$ cat src/rtl/l2_mem_burst.sv
// Line transfer engine between the L2 controller and a word-wide req/ack memory bus.
// Optional per-beat ack timeout is compiled in when MEM_TIMEOUT_EN is defined.
module l2_mem_burst #(
  parameter int ADDR_W      = 32,
  parameter int DATA_W      = 32,
  parameter int WORDS       = 4,
  parameter int TIMEOUT_CYC = 255
) (
  input  logic                    clk,
  input  logic                    rst,
  input  logic                    mem_r,
  input  logic                    mem_w,
  input  logic [ADDR_W-1:0]       line_addr,
  input  logic [WORDS*DATA_W-1:0] line_wdata,
  output logic [WORDS*DATA_W-1:0] line_rdata,
  output logic                    mem_ready,
  output logic                    mem_err,
  output logic                    m_req,
  output logic                    m_we,
  output logic [ADDR_W-1:0]       m_addr,
  output logic [DATA_W-1:0]       m_wdata,
  input  logic [DATA_W-1:0]       m_rdata,
  input  logic                    m_ack
);

  localparam int BYTES      = DATA_W / 8;
  localparam int LINE_BYTES = WORDS * BYTES;
  localparam int BW         = $clog2(WORDS);
  localparam int BSH        = $clog2(BYTES);

  // Bus handshake: a beat completes on any rising clk edge where m_req and
  // m_ack are both high; while m_ack is low every bus output is held stable.

  typedef enum logic [1:0] {IDLE, BUSY, DONE} state_t;

  state_t                  state, state_next;
  logic [BW-1:0]           beat;
  logic [ADDR_W-1:0]       base;
  logic                    we;
  logic [WORDS*DATA_W-1:0] wsnap;
  logic                    start;
  logic                    last_beat;
  logic                    timed_out;

  assign start     = (state == IDLE) && (mem_r || mem_w);
  assign last_beat = (beat == BW'(WORDS - 1));

`ifdef MEM_TIMEOUT_EN
  localparam int CW = $clog2(TIMEOUT_CYC + 1);

  logic [CW-1:0] wait_cnt;
  logic          err;

  assign timed_out = (state == BUSY) && !m_ack && (wait_cnt == CW'(TIMEOUT_CYC - 1));

  always_ff @(posedge clk) begin
    if (rst) begin
      wait_cnt <= '0;
      err      <= 1'b0;
    end else begin
      case (state)
        IDLE: begin
          wait_cnt <= '0;
          if (start) err <= 1'b0;
        end
        BUSY: begin
          if (m_ack) wait_cnt <= '0;
          else       wait_cnt <= wait_cnt + 1'b1;
          if (timed_out) err <= 1'b1;
        end
        default: wait_cnt <= '0;
      endcase
    end
  end

  assign mem_err = (state == DONE) && err;
`else
  assign timed_out = 1'b0;
  assign mem_err   = 1'b0;
`endif

  always_ff @(posedge clk) begin
    if (rst) state <= IDLE;
    else     state <= state_next;
  end

  always_comb begin
    state_next = state;
    case (state)
      IDLE: if (mem_r || mem_w) state_next = BUSY;
      BUSY: begin
        if (m_ack) begin
          if (last_beat) state_next = DONE;
        end else if (timed_out) begin
          state_next = DONE;
        end
      end
      DONE:    state_next = IDLE;
      default: state_next = IDLE;
    endcase
  end

  // Datapath: request capture in IDLE, word transfer in BUSY.
  always_ff @(posedge clk) begin
    if (rst) begin
      beat       <= '0;
      base       <= '0;
      we         <= 1'b0;
      wsnap      <= '0;
      line_rdata <= '0;
    end else begin
      case (state)
        IDLE: begin
          if (start) begin
            // Masking (rather than slicing) keeps the ignored offset bits in use.
            base  <= line_addr & ~ADDR_W'(LINE_BYTES - 1);
            we    <= mem_w;
            wsnap <= line_wdata;
            beat  <= '0;
            if (!mem_w) line_rdata <= '0;
          end
        end
        BUSY: begin
          if (m_ack) begin
            if (!we) line_rdata[int'(beat)*DATA_W +: DATA_W] <= m_rdata;
            beat <= beat + 1'b1;
          end
        end
        default: ;
      endcase
    end
  end

  // Line base is aligned, so the beat offset never carries out of the line.
  assign m_req     = (state == BUSY);
  assign m_we      = (state == BUSY) && we;
  assign m_addr    = base + (ADDR_W'(beat) << BSH);
  assign m_wdata   = wsnap[int'(beat)*DATA_W +: DATA_W];
  assign mem_ready = (state == DONE);

endmodule

$ cat config.mk
export PLATFORM = sky130hd
export DESIGN_NAME = l2_mem_burst
export DESIGN_NICKNAME = d
export VERILOG_FILES = /design/src/rtl/l2_mem_burst.sv
export SDC_FILE = /design/constraint.sdc
export NUM_CORES = 1
export LEC_CHECK = 0
export ABC_AREA = 0
export CORE_ASPECT_RATIO = 2
export CORE_MARGIN = 1
export CORE_UTILIZATION = 45
export CTS_BUF_LIST = sky130_fd_sc_hd__clkbuf_8
export DETAILED_ROUTE_END_ITERATION = 8
export GPL_TIMING_DRIVEN = 0
export PLACE_DENSITY = 0.77
export SLEW_MARGIN = 20
export SYNTH_ARGS = -nofsm -noshare
export SYNTH_HDL_FRONTEND = slang
export SYNTH_SLANG_ARGS = --single-unit
$ cat constraint.sdc
create_clock -name clk -period 2.8 [get_ports clk]
set_clock_uncertainty 0.1 [all_clocks]
set_input_delay 0.56 -clock clk [delete_from_list [all_inputs] [get_ports clk]]
set_output_delay 0.56 -clock clk [all_outputs]
set_load 0.01 [all_outputs]
Word level (Yosys, flattened, before mapping)

Cells that the tools add are included.

Input port bits: 197
Bits in registers: 289
Output and inout bits: 196
Word-level logic and storage cells: 43

Shifts and indexed selects: 3
$add $sub $neg: 3
Mux-type cells: 13
Reductions and logical operators: 9
Eq/ne operators: 9

Operators with widths:

| kind                                                     | number |
|---|---|
| 2-to-1 mux 128 bit                                       | 4 |
| case mux 128 bit (2 select lines)                        | 1 |
| bitwise mux 128 bit                                      | 1 |
| variable shift 32 x 33 -> 128 bit (first input constant) | 1 |
| variable part select 128 x 8 -> 32 bit                   | 1 |
| variable part select 32 x 33 -> 128 bit                  | 1 |
| negation 7 -> 33 bit                                     | 1 |
| adder 32 x 4 -> 32 bit                                   | 1 |
| 2-to-1 mux 2 bit                                         | 5 |
| case mux 2 bit (2 select lines)                          | 2 |
| inequality test 2 x 1 -> 1 bit (second input constant)   | 3 |
| inequality test 2 bit (second input constant)            | 3 |
| AND reduction 3 bit                                      | 2 |
| AND reduction 5 bit                                      | 1 |
| equality test 2 bit (second input constant)              | 2 |
| adder 2 x 1 -> 2 bit (second input constant)             | 1 |
| equality test 2 x 1 -> 1 bit (second input constant)     | 1 |
| logical AND 1 bit                                        | 2 |
| zero test 2 bit                                          | 1 |
| AND reduction 2 bit                                      | 1 |
| nonzero test 2 bit                                       | 1 |
| logical OR 1 bit                                         | 1 |

Logic depth before layout (Yosys ltp)

Depth after elaboration: 6
Depth in mapped cells: 9
Depth with buffers taken out: 5

Worst setup path after synthesis

OpenSTA, ideal clock, no wires.

Path kind: reg2reg
Start point: reg beat[1]
End point: reg line_rdata[49]
Data arrival time: 2.478 ns
Setup slack: 0.151 ns
Period minus slack after synthesis: 2.649 ns
Required time: 2.628 ns
Library setup time: 0.072 ns
Stages on the path, launching flop included: 10
Cells stage by stage: dfxtp_1 > clkbuf_1 > buf_1 > inv_1 > ha_1 > nor4bb_1 > clkbuf_1 > buf_1 > nand3_1 > mux2i_1

Cells in the longest elaborated chain, start to end: 6

RTL lines:

| element                                                                                             | line | text |
|---|---|---|
| start, declared                                                                                     | 37   | `logic [BW-1:0] beat;` |
| start signal, assigned                                                                              | 126  | `beat <= beat + 1'b1;` |
| negation 7 -> 33 bit (*)                                                                            | 125  | `if (!we) line_rdata[int'(beat)*DATA_W +: DATA_W] <= m_rdata;` |
| variable part select 32 x 33 -> 128 bit / variable shift 32 x 33 -> 128 bit (equally long branches) | 125  |  |
| bitwise mux 128 bit (*)                                                                             | 125  |  |
| 2-to-1 mux 128 bit (*)                                                                              | 125  |  |
| 2-to-1 mux 128 bit (*)                                                                              | 124  | `if (m_ack) begin` |
| case mux 128 bit (2 select lines) (*)                                                               | 112  | `case (state)` |
| end signal, assigned by index                                                                       | 125  |  |
| end, declared                                                                                       | 15   | `output logic [WORDS*DATA_W-1:0] line_rdata,` |

Mark *: on every way between the ends. The rest lies on a longest branch, timed or not. The select of a mux whose other input is x is not followed.
A chain may end at the register's enable or synchronous reset.

Worst setup path after layout

Start point: reg beat[1]
End point: out m_wdata[10]

Cells in the longest elaborated chain, start to end: 1

RTL lines:

| element                                | line | text |
|---|---|---|
| variable part select 128 x 8 -> 32 bit | 138  | `assign m_wdata = wsnap[int'(beat)*DATA_W +: DATA_W];` |
| end, declared                          | 21   | `output logic [DATA_W-1:0] m_wdata,` |

Every way passes these cells.

==> results by group <==
Run status
  – Status: complete, no violations

Placed design
  – Post-place instance area: 17,300 µm²
  – Placed cell count: 2,154
  – GPL Wtd Cong: 1.01
  – Hpwl dp: 38,200 µm
  – IO buf count: 384

Yosys
  – Syn Area/Cell: 9.18 µm²
  – Netlist cell types: 30
  – Sequential fraction of the synthesis area: 44.6%
  – Yosys warns: 0
  – Mapped Cells: 1,412
  – Main synth FF type: dfxtp_1
  – Async S/R FF share, synth: 0%
  – Post-synth EDFFs: 0
  – Post-synth top area share: 44.6%
  – Mapped Area: 13,000 µm²
  – Largest cells by area after synthesis: dfxtp_1 (45%), nand3_1 (11%), mux2i_1 (9.9%)
  – Yosys reg bits: 289
  – Largest area contributor in the synthesized netlist: dfxtp_1

Cells and area
  – Share of cells above drive strength 1: 8.39%
  – Final Cell Area: 18,400 µm²
  – Leading cell type in the layout, fill and taps excluded: clkdlybuf4s50_1
  – Synth-to-Final Area Change: 41.6%
  – Final net count: 2,057
  – Commonest non-fill, non-tap cells in the layout: clkdlybuf4s50_1 (350), nand3_1 (287), dfxtp_1 (286)
  – # fillers: 2,414
  – Non-filler cells, final: 2,243

Power and ir drop
  – Net Sw Frac: 27.3%
  – Sequential share of power: 46.4%
  – Worst vdd ir: 364 µV
  – Combinational power share: 16.2%
  – Pint: 6.85 mW
  – Clock Power Share: 37.4%
  – P_sw: 2.58 mW
  – Pwr/cell area: 513 nW/µm²
  – Cell leakage power: 6.63 nW

Clock tree
  – H-tree depth: 2
  – Hold Buf Count CTS: 0
  – Worst skew pair latency: 0.58 ns
  – Clock slew at reported path FFs: 0.06 ns
  – Clock buffer depth: 3
  – TritonCTS Sinks: 289
  – CTS root buffer: clkbuf_8
  – Num CTS Buffers: 44
  – CTS tree: built

Floorplanning
  – Die span in x: 122 µm
  – Row Count: 87
  – I/O pins: 393
  – Die ar.: 29,500 µm²
  – Die Ht: 242 µm
  – Initial core utilization: 45.8%
  – Core Area: 28,300 µm²

Timing
  – Final Hold Viols: 0
  – Fmax: 0.360 GHz
  – Worst Max-Slew Pin Slew: 0.717 ns
  – Final Max Slew Viols: 0
  – Final setup fails: 0
  – Hold_ws: 0.372 ns
  – Period Utilization, post-route: 99.2%
  – RSZ-0062 raised after global routing: no
  – Rel. slew slack: 52.2%
  – Post-route minimum period: 2.78 ns

Setup path
  – CP Launch Type: flip-flop
  – Critical path required time: 2.14 ns
  – Worst Path Max Fanout: 10
  – CP endpoint kind: primary output
  – Critical path arrival: 2.12 ns
  – Critical path class: reg2out

Global route
  – First-pass GRT wire length: 72,900 µm
  – GRT Residual Overflow: 0
  – Largest net degree at the start of global routing: 12
  – Vias in the first global route: 13,000
  – Antenna violations before repair: 4
  – Global Route Usage Sum: 32.8%

Drt
  – Remaining antenna violation count: 0
  – Vias per cell: 5.70
  – Initial DRC Count: 833
  – DR DRC count: 0
  – Drt total wl: 48,700 µm
  – DRT Pass-1 Iters: 5
  – Routed vias: 12,800
  – Post-DR wirelength/cell: 21.7 µm

Job
  – Max Cap Viol: 0

Hold path
  – Hold Crit Class: reg2reg
==> routing by layer <==
layer / GRT usage [%] / routed length, µm / vias to the layer above / part of all wire, %
li1: - / - / 5880 / -
met4: 22.0 / 3400 / 0 / 7.0
met1: 30.8 / 15500 / 6086 / 32
met3: 5.25 / 3060 / 183 / 6.3
met2: 62.7 / 26700 / 643 / 55
met5: 0 / 0 / - / 0
==> power by group through the flow <==
stage	registers [mW]	logic (mW)	clock network (mW)
3_3_place_gp	4.45	1.48	0
5_1_grt	4.38	1.62	3.72
6_report	4.38	1.53	3.52
2_1_floorplan	4.44	0.767	0
3_5_place_dp	4.46	1.49	0
4_1_cts	4.37	1.51	3.56
==> cell families (layout without fill, tap and decap cells) <==
| logic type | Yosys count | after routing | share of synthesized area [%] |
|---|---|---|---|
| adder cells (fa/ha/maj) | 5 | 5 | 0.482 |
| other | 1 | 7 | 0.0289 |
| AND/OR/NAND/NOR | 469 | 469 | 20.0 |
| multiplexers | 160 | 160 | 15.4 |
| AO/OA/AOI/OAI | 323 | 323 | 12.9 |
| buffers and inverters | 165 | 634 | 6.54 |
| flip-flops | 289 | 289 | 44.6 |
==> state kept, by name, indices dropped and copies added, names as in the netlist <==
| signal | count |
|---|---|
| beat | 2 |
| state | 2 |
| line_rdata | 128 |
| base | 28 |
| wsnap | 128 |
| we | 1 |
==> per-stage QoR <==
stage / power [mW] / setup TNS (ns) / setup slack (ns) / utilization, %
after CTS: 9.44 / -2.31 / -0.175 / 64.6
after global placement: 5.93 / -124.38 / -1.01 / 61.0
final: 9.43 / 0 / 0.0229 / 64.9
after floorplan: 5.20 / 0 / 0.151 / -
after detailed placement: 5.95 / -136.77 / -1.14 / 61.0
after global routing: 9.72 / 0 / 0.00664 / 64.9
==> layout make-up <==
cell class	instances	area [µm²]	share of cell area, %
Antenna cell	4	10.0	0.0545
Sequential cell	289	5790	31.5
Clock inverter	20	111	0.606
Multi-Input combinational cell	960	6350	34.6
Buffer	162	963	5.24
Clock buffer	54	743	4.05
Inverter	3	11.3	0.0613
Timing Repair Buffer	395	3940	21.5
Tap cell	356	445	2.42
==> cells in the mapped netlist (4+ instances only) <==
library cell  instances
ha_1                  5
dfxtp_1             289
buf_12               12
a21oi_1             159
buf_1                11
mux4_2               32
nor2b_1              39
a21oi_4               4
buf_2                 6
o21ai_0             158
nand3_1             287
mux2i_1             128
clkbuf_1            128
nand2b_1            128
==> critical path: stages (launching register included) <==
cell and delay, ns:
dfxtp_2 0.41, clkbuf_8 0.22, buf_4 0.23, mux4_2 0.37
dlygate4sd2_1 0.31
==> final timing paths <==
kind,end,slack (ns),depth (start not counted),start
worst max-delay path,m_wdata[10],0.02,4,beat[1]
worst max register to register,line_rdata[28],0.10,8,beat[1]
worst min-delay path,line_rdata[5],0.37,2,line_rdata[5]
worst min register to register,line_rdata[5],0.37,2,line_rdata[5]
==> what timing repair did <==
item,4_1_cts,5_1_grt
buffers inserted,8,3
setup endpoints to repair,162,111
resized for setup,82,25
(Power assumes the default switching activity.)
